File: config.mk
export PLATFORM = sky130hd
export DESIGN_NAME = alu_sequencer
export DESIGN_NICKNAME = d
export VERILOG_FILES = /design/src/rtl/alu_sequencer.sv
export SDC_FILE = /design/constraint.sdc
export NUM_CORES = 1
export LEC_CHECK = 0
export CORE_MARGIN = 2
export CORE_UTILIZATION = 50
export CTS_BUF_LIST = sky130_fd_sc_hd__clkbuf_16
export CTS_CLUSTER_DIAMETER = 60
export CTS_CLUSTER_SIZE = 8
export DETAILED_ROUTE_END_ITERATION = 8
export MAX_ROUTING_LAYER = met4
export PLACE_DENSITY = 0.77
export SYNTH_ARGS = -nofsm -noshare
export SYNTH_HDL_FRONTEND = slang
export SYNTH_SLANG_ARGS = --single-unit
File: constraint.sdc
create_clock -name clk -period 5.3 [get_ports clk]
set_input_delay 1.325 -clock clk [delete_from_list [all_inputs] [get_ports clk]]
set_output_delay 1.325 -clock clk [all_outputs]
set_load 0.02 [all_outputs]
File: src/rtl/alu_sequencer.sv
// alu_sequencer: registers ALU operands, collects results into a show-ahead FIFO.
// Optional zero/negative result flags are enabled with `define ALU_SEQ_FLAGS_EN.
module alu_sequencer #(
    parameter int DEPTH = 4
) (
    input  logic       clk,
    input  logic       rst,
    input  logic       cmd_valid,
    output logic       cmd_ready,
    input  logic [3:0] cmd_a,
    input  logic [3:0] cmd_b,
    input  logic [3:0] cmd_sel,
    output logic [3:0] alu_a,
    output logic [3:0] alu_b,
    output logic [3:0] alu_sel,
    input  logic [7:0] alu_y,
    output logic       rsp_valid,
    input  logic       rsp_ready,
    output logic [7:0] rsp_y,
    output logic [3:0] rsp_sel,
`ifdef ALU_SEQ_FLAGS_EN
    output logic       rsp_zero,
    output logic       rsp_neg,
`endif
    output logic [7:0] ops_done
);

    localparam int AW = $clog2(DEPTH);
    localparam logic [AW:0] CNT_FULL = (AW+1)'(DEPTH);

`ifdef ALU_SEQ_FLAGS_EN
    localparam int EW = 14;
`else
    localparam int EW = 12;
`endif

    typedef enum logic {
        IDLE,
        DRIVE
    } state_t;

    state_t        state;
    logic [AW-1:0] wptr;
    logic [AW-1:0] rptr;
    logic [AW:0]   count;
    logic [EW-1:0] mem [DEPTH];
    logic [EW-1:0] wdata;
    logic [EW-1:0] head;
    logic          accept;
    logic          push;
    logic          pop;

    assign cmd_ready = (state == IDLE) && (count < CNT_FULL);
    assign accept    = cmd_valid && cmd_ready;
    assign push      = (state == DRIVE);
    assign rsp_valid = (count != '0);
    assign pop       = rsp_valid && rsp_ready;

`ifdef ALU_SEQ_FLAGS_EN
    assign wdata = {(alu_y == 8'h00), alu_y[7], alu_sel, alu_y};
`else
    assign wdata = {alu_sel, alu_y};
`endif

    assign head    = mem[rptr];
    assign rsp_y   = rsp_valid ? head[7:0] : 8'h00;
    assign rsp_sel = rsp_valid ? head[11:8] : 4'h0;

`ifdef ALU_SEQ_FLAGS_EN
    assign rsp_zero = rsp_valid && head[13];
    assign rsp_neg  = rsp_valid && head[12];
`endif

    // Storage needs no reset: count gates everything that is visible.
    always_ff @(posedge clk) begin
        if (!rst && push) begin
            mem[wptr] <= wdata;
        end
    end

    always_ff @(posedge clk) begin
        if (rst) begin
            state    <= IDLE;
            alu_a    <= 4'h0;
            alu_b    <= 4'h0;
            alu_sel  <= 4'h0;
            wptr     <= '0;
            rptr     <= '0;
            count    <= '0;
            ops_done <= 8'h00;
        end else begin
            unique case (state)
                IDLE: begin
                    if (accept) begin
                        alu_a   <= cmd_a;
                        alu_b   <= cmd_b;
                        alu_sel <= cmd_sel;
                        state   <= DRIVE;
                    end
                end
                DRIVE: begin
                    wptr     <= wptr + AW'(1);
                    ops_done <= ops_done + 8'd1;
                    state    <= IDLE;
                end
                default: state <= IDLE;
            endcase

            if (pop) begin
                rptr <= rptr + AW'(1);
            end

            if (push && !pop) begin
                count <= count + (AW+1)'(1);
            end else if (pop && !push) begin
                count <= count - (AW+1)'(1);
            end
        end
    end

endmodule

==> results.toml <==
[outcome]
status = "finished, final reports clean"

[synthesis]
synth_nets = 231
ys_ff_latch = 78
yosys_warnings = 0
yosysTopAreaCell = "edfxtp_1"
synth-seq-area-share = 0.662
ys_types = 27
syn_area_um2 = 3090
synthCells = 200
synth.area.top_cells = "edfxtp_1 (47%), dfxtp_1 (19%), mux4_2 (5.8%), mux2i_1 (4.9%), mux4_1 (3.4%)"
avgSynthCellArea_um2 = 15.4
synth_top_area_frac = 0.467

[cts]
cts_tree = "built"
cts_buffers = 9
holdBufCountCts = 0
path_clk_slew_ns = 0.05
post_cts_resized = 0
cts_root_buf = "clkbuf_16"
clk_latency_ns = 0.32
post_cts_buffers = 0
cts_sinks = 78
cts_max_level = 3
clk_path_buf_depth = 2

[floorplanning]
fp.dieW_um = 82.6
coreArea_um2 = 5960
ios = 58
initial_utilization = 0.518
std_cell_rows = 28
die_height_um = 82.6
die_area_um2 = 6820

[timing]
rsz0062_at_grt = "false"
finalSetupViolations = 0
final_max_slew_viol_count = 0
tightest_slew_ns = 0.977
finalCritPeriodShare = 0.723
period_minus_slack_ns = 3.83
hold_viol_final = 0
final.setup.tns_ns = 0
slew_headroom = 0.345
finClkSkew_ns = 0.00274
fmax_mhz = 261

[routing]
post_drt_via_cell_ratio = 5.18
wl_um = 5170
first_iter_violations = 96
vias = 1768
antenna_left = 0
routedWlPerCell_um = 15.2
drc = 0
dr.pass1.iters = 4

[final_layout]
fin_area_um2 = 4070
n_fill_cell = 453
drive_above_1_share = 0.102
diodes = 0
area_growth_pct = 31.7
nets = 292

[power_and_ir_drop]
power.density_nw_per_um2 = 473
vdd_drop_max_uv = 326
p_leak_nw = 1.43

[flow_run]
drv_cap = 0

[worst_setup_path]
required_ns = 3.97
crit_path_end_kind = "output pin"
critical_path_class = "reg2out"
crit_fanout = 12
startpoint_type = "register"
crit_arrival_ns = 2.51

[grt]
grt_usage = 0.173
grt_max_degree = 31
grt_pass1_wl_um = 8230
gr-total-overflow = 0
grt_pass1_vias = 1786
antenna_found_initial = 0

[placement]
io_buffers = 57
dp_hpwl_um = 3260
gp_congestion = 0.724
post_dp_cell_area_um2 = 3700

[hold_path]
hold_path_class = "reg2reg"
==> through the flow <==
step	std cells	hold WS [ns]	total power, W	setup slack (ns)	util
after detailed placement	325	0.486	0.00121	1.76	0.622
final	341	0.487	0.00192	1.47	0.683
after global routing	341	0.513	0.00200	1.30	0.683
after floorplan	200	0.459	0.00105	2.61	-
after global placement	325	0.466	0.00121	1.79	0.622
after CTS	341	0.494	0.00194	1.40	0.683
==> kinds of logic (layout without fill, tap and decap cells) <==
family          count (synthesis)  after routing  synth area share
fa+ha+maj                       7              7            0.0308
compound gates                 11             11            0.0186
mux                            27             27             0.141
flops                          78             78             0.662
simple gates                   57             57             0.103
xor+xnor                        8              8            0.0227
buf+inv                        12             78            0.0223
==> cells in the final DEF, fill, tap and decap left out, drive strengths merged, types with 5 or more instances in the layout <==
cell type,Yosys,final
clkdlybuf4s50,0,57
edfxtp,48,48
dfxtp,30,30
nor2,24,24
mux2i,15,15
nor2b,14,14
mux4,12,12
clkbuf,3,9
xor2,6,6
ha,6,6
o21ai,5,5
or3,5,5
a21oi,5,5
==> critical path, stage by stage (launching register included) <==
cell,delay [ns]
dfxtp_1,0.82
mux4_1,0.63
nor2b_1,0.15
clkdlybuf4s50_1,0.58
==> area by class of cell <==
class	count	area, um^2	share of cell area
repair buffers	58	578	0.142
inverters	4	15.0	0.00369
multi-input cells	110	976	0.240
flip-flops and latches	78	2040	0.502
well taps	75	93.8	0.0231
clock buffers	9	225	0.0554
clock inverters	7	136	0.0335
==> sequential cells by signal (all words and copies together), names as in the netlist, named ones only <==
register	flops
alu_a	4
alu_b	4
alu_sel	4
count	3
mem	48
ops_done	8
push	1
rptr	2
wptr	2
==> cell usage after synthesis <==
master    instances
and2_1            4
ha_1              6
a21oi_1           5
clkbuf_1          3
o31ai_1           1
fa_1              1
nand4_1           2
buf_2             1
nand3_1           2
nand2_1           3
nor2b_1          14
nand4_4           1
inv_1             4
o21ai_0           5
or3_1             5
nor2_1           24
buf_6             3
nor3b_4           1
mux4_2            8
nor3_2            1
mux4_1            4
xor2_1            6
edfxtp_1         48
buf_1             1
dfxtp_1          30
mux2i_1          15
xnor2_1           2
==> path summary, 6_finish.rpt <==
check / depth (start not counted) / endpoint / from / slack (ns)
worst max-delay path: 3 / rsp_y[3] / register / 1.47
worst max register to register: 7 / count[2]$_SDFFE_PP0P_ / count[0]$_SDFFE_PP0P_ / 3.21
worst min register to register: 2 / register / rptr[1]$_SDFFE_PP0P_ / 0.49
worst min-delay path: 2 / register / rptr[1]$_SDFFE_PP0P_ / 0.49
==> metal layers <==
| metal | global-route usage | wire (um) | part of all wire |
|---|---|---|---|
| met1 | 0.220 | 2370 | 0.46 |
| met2 | 0.263 | 2440 | 0.47 |
| met3 | 0.0424 | 272 | 0.053 |
| met4 | 0.0787 | 82 | 0.016 |
| met5 | - | 0 | 0 |
==> power by group <==
group | switching, W | total (W) | leakage [nW] | internal (W)
combinational | 0.000195 | 0.000438 | 0.578 | 0.000242
sequential | 0.0000674 | 0.000757 | 0.682 | 0.000690
clock | 0.000222 | 0.000727 | 0.173 | 0.000505
total | 0.000485 | 0.00192 | 1.43 | 0.00144
No activity file was read; power rests on OpenSTA's default activity.
